==> src/rtl/agc_alarm_pkg.sv <==
// Shared definitions for the restart sequencer.
//   - FSM state encoding
//   - alarm bit positions within the 6-bit ALARM/ALMASK/CAUSE vectors
//   - FIRST_NONE, the "no cause" code reported on FIRST
package agc_alarm_pkg;

  localparam int NUM_ALM = 6;

  // Alarm bit positions (bit5 is the highest priority)
  localparam int ALM_PARITY  = 0;
  localparam int ALM_TCTRAP  = 1;
  localparam int ALM_RUPTLCK = 2;
  localparam int ALM_NIGHTW  = 3;
  localparam int ALM_VFAIL   = 4;
  localparam int ALM_OSCFAIL = 5;

  localparam logic [2:0]         FIRST_NONE = 3'd7;
  localparam logic [NUM_ALM-1:0] ALM_ALL    = '1;

  typedef enum logic [1:0] {
    ST_IDLE  = 2'd0,
    ST_JAM   = 2'd1,
    ST_START = 2'd2,
    ST_HOLD  = 2'd3
  } rs_state_t;

endpackage

==> src/rtl/alarm_prienc.sv <==
// Priority encoder over the alarm vector.
//   req : 6-bit alarm edge vector
//   idx : index of the highest set bit (bit5 wins), FIRST_NONE when req==0
module alarm_prienc
  import agc_alarm_pkg::*;
(
  input  logic [NUM_ALM-1:0] req,
  output logic [2:0]         idx
);

  // Ascending scan: a later (higher) set bit overwrites a lower one.
  always_comb begin
    idx = FIRST_NONE;
    for (int i = 0; i < NUM_ALM; i++) begin
      if (req[i]) idx = 3'(i);
    end
  end

endmodule

==> src/rtl/restart_sequencer.sv <==
// Restart sequencer: turns rising alarm edges into a GOJAM / STRT1 restart
// sequence, followed by a HOLD dwell that lasts at least HOLD_MIN cycles and
// until every unmasked alarm has cleared. Logs sticky cause bits, the
// highest-priority cause of the latest restart and a saturating restart count.
//
// Ports
//   CLOCK   in   sole clock, rising edge
//   rst_    in   async reset, active low
//   ALARM   in   [5:0] alarm levels
//   ALMASK  in   [5:0] per-bit inhibit (1 = ignore)
//   ERRST   in   error-reset request (level)
//   GOJAM   out  restart jam pulse (JAM_CYC cycles)
//   STRT1   out  start pulse (STRT_CYC cycles) following GOJAM
//   BUSY    out  sequence in progress
//   CAUSE   out  [5:0] sticky cause bits
//   FIRST   out  [2:0] highest-priority cause of latest restart, 7 = none
//   RSTCNT  out  [3:0] saturating restart count
//   RESTRT  out  sticky restart lamp
//   AGCWAR  out  RSTCNT >= WARN_THR
module restart_sequencer
  import agc_alarm_pkg::*;
#(
  parameter int JAM_CYC  = 8,
  parameter int STRT_CYC = 4,
  parameter int HOLD_MIN = 16,
  parameter int WARN_THR = 3
) (
  input  logic       CLOCK,
  input  logic       rst_,
  input  logic [5:0] ALARM,
  input  logic [5:0] ALMASK,
  input  logic       ERRST,
  output logic       GOJAM,
  output logic       STRT1,
  output logic       BUSY,
  output logic [5:0] CAUSE,
  output logic [2:0] FIRST,
  output logic [3:0] RSTCNT,
  output logic       RESTRT,
  output logic       AGCWAR
);

  localparam logic [4:0] JAM_LD  = 5'(JAM_CYC - 1);
  localparam logic [4:0] STRT_LD = 5'(STRT_CYC - 1);
  localparam logic [4:0] HOLD_LD = 5'(HOLD_MIN - 1);
  localparam logic [3:0] WARN_L  = 4'(WARN_THR);

  rs_state_t           state, nstate;
  logic [4:0]          cnt, ncnt;
  logic [NUM_ALM-1:0]  as_q, as_nxt, edg_q;
  logic                start;
  logic [2:0]          first_idx;

  // ---------------------------------------------------------------------------
  // Alarm sampling. AS resets to all-ones so alarms already high when reset
  // releases are not seen as edges. The edge is registered, which gives the
  // one extra cycle from AS to GOJAM.
  // ---------------------------------------------------------------------------
  assign as_nxt = ALARM & ~ALMASK;

  always_ff @(posedge CLOCK or negedge rst_) begin
    if (!rst_) begin
      as_q  <= ALM_ALL;
      edg_q <= '0;
    end else begin
      as_q  <= as_nxt;
      edg_q <= as_nxt & ~as_q;
    end
  end

  // ---------------------------------------------------------------------------
  // Sequence FSM
  // ---------------------------------------------------------------------------
  assign start = (state == ST_IDLE) && (|edg_q);

  always_ff @(posedge CLOCK or negedge rst_) begin
    if (!rst_) begin
      state <= ST_IDLE;
      cnt   <= '0;
    end else begin
      state <= nstate;
      cnt   <= ncnt;
    end
  end

  always_comb begin
    nstate = state;
    ncnt   = cnt;
    GOJAM  = 1'b0;
    STRT1  = 1'b0;
    BUSY   = 1'b1;
    unique case (state)
      ST_IDLE: begin
        BUSY = 1'b0;
        if (start) begin
          nstate = ST_JAM;
          ncnt   = JAM_LD;
        end
      end
      ST_JAM: begin
        GOJAM = 1'b1;
        if (cnt == 5'd0) begin
          nstate = ST_START;
          ncnt   = STRT_LD;
        end else begin
          ncnt = cnt - 5'd1;
        end
      end
      ST_START: begin
        STRT1 = 1'b1;
        if (cnt == 5'd0) begin
          nstate = ST_HOLD;
          ncnt   = HOLD_LD;
        end else begin
          ncnt = cnt - 5'd1;
        end
      end
      ST_HOLD: begin
        // Minimum dwell, then wait for every unmasked alarm to clear.
        if (cnt != 5'd0) begin
          ncnt = cnt - 5'd1;
        end else if (as_q == '0) begin
          nstate = ST_IDLE;
        end
      end
      default: begin
        nstate = ST_IDLE;
        ncnt   = '0;
      end
    endcase
  end

  // ---------------------------------------------------------------------------
  // Cause logging. ERRST clears, but a same-cycle edge or restart still lands.
  // ---------------------------------------------------------------------------
  alarm_prienc u_prienc (
    .req (edg_q),
    .idx (first_idx)
  );

  always_ff @(posedge CLOCK or negedge rst_) begin
    if (!rst_) begin
      CAUSE  <= '0;
      FIRST  <= FIRST_NONE;
      RSTCNT <= '0;
      RESTRT <= 1'b0;
    end else begin
      CAUSE <= (ERRST ? '0 : CAUSE) | edg_q;
      if (start) begin
        FIRST  <= first_idx;
        RESTRT <= 1'b1;
        if (ERRST)               RSTCNT <= 4'd1;
        else if (RSTCNT != 4'hF) RSTCNT <= RSTCNT + 4'd1;
      end else if (ERRST) begin
        FIRST  <= FIRST_NONE;
        RESTRT <= 1'b0;
        RSTCNT <= '0;
      end
    end
  end

  assign AGCWAR = (RSTCNT >= WARN_L);

endmodule
==> config.mk <==
export PLATFORM = sky130hd
export DESIGN_NAME = restart_sequencer
export DESIGN_NICKNAME = d
export VERILOG_FILES = /design/src/rtl/agc_alarm_pkg.sv /design/src/rtl/alarm_prienc.sv /design/src/rtl/restart_sequencer.sv
export SDC_FILE = /design/constraint.sdc
export NUM_CORES = 1
export LEC_CHECK = 0
export ABC_AREA = 0
export BUFFER_PORTS_ARGS = -buffer_cell sky130_fd_sc_hd__buf_2
export CAP_MARGIN = 10
export CORE_ASPECT_RATIO = 1.75
export CORE_MARGIN = 1
export CORE_UTILIZATION = 55
export CTS_BUF_LIST = sky130_fd_sc_hd__clkbuf_16
export CTS_CLUSTER_DIAMETER = 120
export DETAILED_ROUTE_END_ITERATION = 10
export PLACE_DENSITY = 0.9
export SYNTH_ARGS = -nofsm -noshare
export SYNTH_HDL_FRONTEND = slang
export SYNTH_SLANG_ARGS = --single-unit
==> constraint.sdc <==
create_clock -name CLOCK -period 2.5 [get_ports CLOCK]
set_input_delay 0.125 -clock CLOCK [delete_from_list [all_inputs] [get_ports CLOCK]]
set_output_delay 0.125 -clock CLOCK [all_outputs]
set_load 0.02 [all_outputs]
==> qor.yml, run 1 <==
logic_synthesis:
  ys_warn_count: 0
  ys_seq_elements: 33
  synthTopCellsByArea: "dfrtp_1 (39%), dfstp_2 (15%), ha_1 (5.7%)"
  yosys.area.top_type_share: 0.389
  async_flop_share: 1.00
  synthesis.area_per_instance_sq_um: 11.3
  syn-num-nets: 158
  synth_edf_count: 0
  synth_area_sq_um: 1540
  synth-main-ff-cell: "dfrtp_1"
  synth.distinct_cells: 40
  seq_area_frac_synth: 0.543
  synth_top_area_cell: "dfrtp_1"
  syn_inst: 136
clock_tree:
  postCtsSetupRepairBufs: 0
  insertion_delay_ps: 280
  cts.sinks: 33
  holdBufCountCts: 7
  tritoncts: "done"
  clkTransAtPathRegs_ps: 50
  cts_buffers: 5
  htree_levels: 2
  clk_path_buf_depth: 2
  clock-root-buffer: "clkbuf_16"
  cts_resized: 0
routing:
  wl_met3_um: 164
  wl_met1_um: 1200
  top_layer: "met4"
  vias: 1254
  ant_nets: 0
  firstDrtPassIters: 4
  drt-total-wl_um: 3290
  wl_per_cell_um: 15.8
  via_per_inst: 6.00
  drcViolationCount: 0
  first_iter_violations: 36
  wl_met2_um: 1830
worst_setup_path:
  endpoint: "state[1]"
  setup.worst_path.start_class: "flip-flop"
  cp.arrival_ps: 2060
  rrSetupSlack_ps: 600
  cp_slowest_cell: "dfrtp_1"
  r2r_cells: 6
  path_cells: "inv_1 -> ha_1 -> nor4b_4 -> nand3_1 -> a21oi_2 -> mux2_4"
  worstSetupStartpoint: "cnt[0]"
  cpPeakStageDelay_ps: 400
  crit_type: "flip-flop to flip-flop"
  path_buf_inv: 1
  worst_setup_path_end_kind: "flip-flop"
  cp.required_ps: 2660
  r2r_end: "state[1]"
  cp_max_fo: 5
  timing.rr.start: "cnt[0]"
  crit_family: "simple AND/OR/NAND/NOR gates"
  cp.depth: 6
grt:
  grt_pass1_vias: 1238
  grt_max_degree: 34
  grt_pass1_wl_um: 5360
  grt_use_total: 0.242
  grt_antenna_before_repair: 0
  grt_overflow: 0
floorplanning:
  die_x_um: 42.0
  io_pins: 33
  start_util: 0.573
  fp-row-count: 25
  core_area_sq_um: 2690
  die_area_sq_um: 3030
  chipHeight_um: 72.1
placed_design:
  dp_hpwl_um: 2290
  placed_area_sq_um: 1730
  port_buffers: 32
  routabilityCongestion: 0.836
status:
  status: "completed"
timing:
  worst_slew_pin_slew_ps: 723
  finalCriticalPeriod_ps: 1900
  finalCritPeriodShare: 0.761
  fin_tns_setup_ps: 0
  final-hold-violation-count: 0
  fmax_ghz: 0.526
  setup_violations: 0
  whs_ps: 65.3
  maxSlewViolCount: 0
  grt_setup_unrepaired: "no"
  relSlewSlack: 0.518
  skew_ps: 5.21
power_and_ir_drop:
  p_sw_frac: 0.353
  ir_drop_mv: 0.841
  p_clk_frac: 0.294
  leakage_nw: 0.974
  p_seq_frac: 0.336
  powerDensity_nw_per_um2: 1150
  p_comb_frac: 0.370
  p_switching_w: 0.000800
  p_total_w: 0.00227
  p_int_w: 0.00147
final_layout:
  layout.nets: 203
  nFillCells: 175
  area_growth_pct: 27.4
  final_cell_area_sq_um: 1970
  drive_above_1_share: 0.302
  final_util: 0.731
  antennaDiodeCount: 0
run:
  maxCapViolCount: 0
min_path:
  hold_class: "input port to flip-flop"
==> worst reg2reg max path, delay by kind of cell (launching register included) <==
kind                     cells  cell delay (ps)
AO/OA/AOI/OAI                1              250
adder cells (fa/ha/maj)      1              230
flip-flops                   1              400
multiplexers                 1              320
buffers and inverters        1               90
AND/OR/NAND/NOR              2              500
==> area by class of cell <==
| type | count | area (sq um) | area share |
|---|---|---|---|
| multi-input combinational | 93 | 668 | 0.340 |
| sequential | 33 | 837 | 0.426 |
| clock inverter | 3 | 37.5 | 0.0191 |
| tap | 27 | 33.8 | 0.0172 |
| inverter | 9 | 33.8 | 0.0172 |
| clock buffer | 5 | 125 | 0.0637 |
| timing repair buffer | 39 | 230 | 0.117 |
==> power by group through the flow <==
stage	Sequential, W	Clock, W	Combinational (W)
2_1_floorplan	0.000803	0	0.000556
3_3_place_gp	0.000750	0	0.000762
3_5_place_dp	0.000765	0	0.000814
4_1_cts	0.000760	0.000675	0.000838
5_1_grt	0.000777	0.000704	0.000909
6_report	0.000762	0.000668	0.000840
==> registers in the layout, summed over array words and instances, names as in the netlist <==
register  cells
RESTRT        1
state         2
edg_q         6
cnt           5
RSTCNT        4
CAUSE         6
as_q          6
FIRST         3
==> worst min-delay path by stage <==
stage / cells after the start / slack [ps] / end / from
global route: 2 / 70 / as_q[1] / ALARM[1]
detailed placement: 1 / 210 / RSTCNT[3] / rst_
global placement: 1 / 200 / cnt[3] / rst_
CTS: 2 / 70 / as_q[1] / ALARM[1]
floorplan: 0 / -170 / CAUSE[0] / rst_
finish: 2 / 70 / as_q[1] / ALARM[1]
==> layout by cell type, fill, tap and decap left out, types with 2 or more instances in the layout <==
cell type      netlist  final
o21a_1               2      2
dfstp_2              9      9
clkinv_1             1      2
a21oi_1             10     10
buf_2                0     32
nor2b_1             12     12
dlygate4sd3_1        0      7
nor3_1               5      5
a21oi_2              2      2
a21o_1               8      8
nor2_1              11     11
o31ai_1              2      2
nor4_1               2      2
ha_1                 7      7
o21ai_0              7      7
dfrtp_1             24     24
clkbuf_16            0      5
inv_1                8      9
nand3_1              2      2
==> metal layers <==
| layer | vias to the layer above | global-route usage |
|---|---|---|
| met1 | 598 | 0.242 |
| met4 | 0 | 0.135 |
| met2 | 57 | 0.439 |
| met5 | - | 0 |
| met3 | 16 | 0.0672 |
| li1 | 583 | - |
==> through the flow <==
step | std cells | worst slack, ps
after floorplan | 136 | 821
after global placement | 194 | 761
after detailed placement | 194 | 636
after CTS | 209 | 607
after global routing | 209 | 437
final | 209 | 597
==> cell families (layout without fill, tap and decap cells) <==
group / Yosys count / count (layout) / share of synthesized area
mux: 2 / 2 / 0.0162
fa+ha+maj: 7 / 7 / 0.0568
buf+inv: 10 / 56 / 0.0243
compound gates: 42 / 42 / 0.182
flops: 33 / 33 / 0.543
simple gates: 42 / 42 / 0.178
==> cells in the mapped netlist (2+ instances only) <==
cell and instances:
nor2_1 11, a21oi_2 2, a21o_1 8, o21ai_0 7, nor3_1 5, dfrtp_1 24
ha_1 7, dfstp_2 9, nor4_1 2, nand3_1 2, o21a_1 2, a21oi_1 10
inv_1 8, nor2b_1 12, o31ai_1 2
Power figures use the tool's default switching activity.
==> run 2: changes to the inputs <==
Settings changed: CORE_UTILIZATION 55 to 48, PLACE_DENSITY 0.9 to 0.84.
Clock period 2.5 ns to 1.5 ns, I/O delays scaled along.
==> run 2 against run 1 <==
  * The run now ends with setup timing left
  * Global-route usage is 0.57 points lower
  * Critical path type unchanged
  * Count of clock-buffer cells in the layout stayed put
  * Register-to-register slack worse by 710 ps
  * Largest cell class unchanged
  * Die area is 14% higher
==> qor.yml, run 2 (synthesized netlist as in run 1, its figures left out) <==
status:
  status: "complete, but fails checks"
  violations: "setup timing"
final_layout:
  final_util: 0.771
  final_cell_mix: "buf_2 (31), buf_4 (27), dfrtp_1 (23)"
  drive_above_1_share: 0.490
  area_growth_pct: 49.6
  layout_commonest_cell: "buf_2"
  antennaDiodeCount: 0
  nFillCells: 198
  layout.nets: 231
  largestRegisters: "CAUSE x6, as_q x6, edg_q x6"
routing:
  wl_per_cell_um: 15.5
  first_iter_violations: 27
  via_per_inst: 5.41
  firstDrtPassIters: 4
  drt-total-wl_um: 3900
  ant_nets: 0
  vias: 1364
  drcViolationCount: 0
timing:
  relSlewSlack: 0.513
  setup_violations: 5
  maxSlewViolCount: 0
  finalCriticalPeriod_ps: 1610
  grt_setup_unrepaired: "yes"
  final-hold-violation-count: 0
  worst_slew_pin_slew_ps: 730
  finalWorstSetupSlack_ps: -110
  fmax_ghz: 0.621
  finalCritPeriodShare: 1.07
  skew_ps: 6.61
  fin_tns_setup_ps: -314
grt:
  grt_overflow: 0
  grt_max_degree: 34
  grt_pass1_vias: 1358
  grt_use_total: 0.236
  grt_pass1_wl_um: 5840
  grt_antenna_before_repair: 0
worst_setup_path:
  crit_type: "flip-flop to flip-flop"
  cp_slowest_cell: "or4b_4"
  cp.required_ps: 1660
  cp_max_fo: 3
  worst_setup_path_end_kind: "flip-flop"
  cp.arrival_ps: 1770
  path_cells: "inv_2 -> ha_4 -> or4b_4 -> a21oi_2 -> o21ai_1 -> a22o_1"
  rrSetupSlack_ps: -110
  cpPeakStageDelay_ps: 500
  path_buf_inv: 1
  setup.worst_path.start_class: "flip-flop"
  crit_family: "simple AND/OR/NAND/NOR gates"
clock_tree:
  cts.sinks: 33
  htree_levels: 2
  cts_buffers: 5
  clk_path_buf_depth: 2
  insertion_delay_ps: 280
  tritoncts: "done"
  clkTransAtPathRegs_ps: 50
  clock-root-buffer: "clkbuf_16"
floorplanning:
  chipHeight_um: 77.0
  die_x_um: 44.9
  fp-row-count: 26
  die_area_sq_um: 3450
  core_area_sq_um: 2990
  start_util: 0.515
  io_pins: 33
power_and_ir_drop:
  leakage_nw: 1.12
  p_total_w: 0.00453
  ir_drop_mv: 1.54
  powerDensity_nw_per_um2: 1970
min_path:
  hold_class: "input port to flip-flop"
run:
  maxCapViolCount: 0
placed_design:
  dp_hpwl_um: 2510
  port_buffers: 32
  routabilityCongestion: 0.828
## run 2: through the flow
step / area, sq um / instances / worst slack (ps) / hold slack, ps
3_3_place_gp: 1940 / 233 / -74.6 / 150
5_1_grt: 2310 / 252 / -185 / 17.2
4_1_cts: 2230 / 250 / -109 / 15.0
3_5_place_dp: 1940 / 233 / -134 / 167
2_1_floorplan: 1550 / 136 / -147 / -221
6_report: 2310 / 252 / -110 / 19.3
## run 2: area by class of cell
cell class                      count  area, sq um  area share
Multi-Input combinational cell     93          769       0.334
Timing Repair Buffer               67          450       0.195
Clock inverter                      3         37.5      0.0163
Clock buffer                        5          125      0.0542
Sequential cell                    33          838       0.363
Tap cell                           42         52.6      0.0228
Inverter                            9         33.8      0.0146
## run 2: power by group
group | leakage [nW] | switching, W | total [W] | internal [W]
registers | 0.400 | 0.000165 | 0.00126 | 0.00110
logic | 0.639 | 0.00109 | 0.00215 | 0.00105
clock network | 0.0826 | 0.000354 | 0.00112 | 0.000770
## run 2: repair_timing
action / in CTS / in global routing
hold endpoints to repair: 30 / 0
resized for setup: 16 / 13
setup buffers: 2 / 3
hold buffers: 7 / 0
setup endpoints to repair: 11 / 12
pin swaps: 8 / 12
## run 2: path summary, 6_finish.rpt
| kind | depth (start not counted) | endpoint | from |
|---|---|---|---|
| max in group asynchronous | 2 | RSTCNT[1] | rst_ |
| min in group asynchronous | 2 | state[0] | rst_ |
| worst min-delay path | 2 | as_q[4] | ALARM[4] |
| worst max-delay path | 6 | cnt[3] | cnt[0] |
| worst max register to register | 6 | cnt[3] | cnt[0] |
| worst min register to register | 1 | CAUSE[3] | CAUSE[3] |
## run 2: routing by layer
metal / share of wire / GRT usage / wire (um)
met4: 0.032 / 0.139 / 125
met2: 0.55 / 0.421 / 2160
met3: 0.039 / 0.0635 / 152
met5: 0 / 0 / 0
met1: 0.37 / 0.224 / 1460
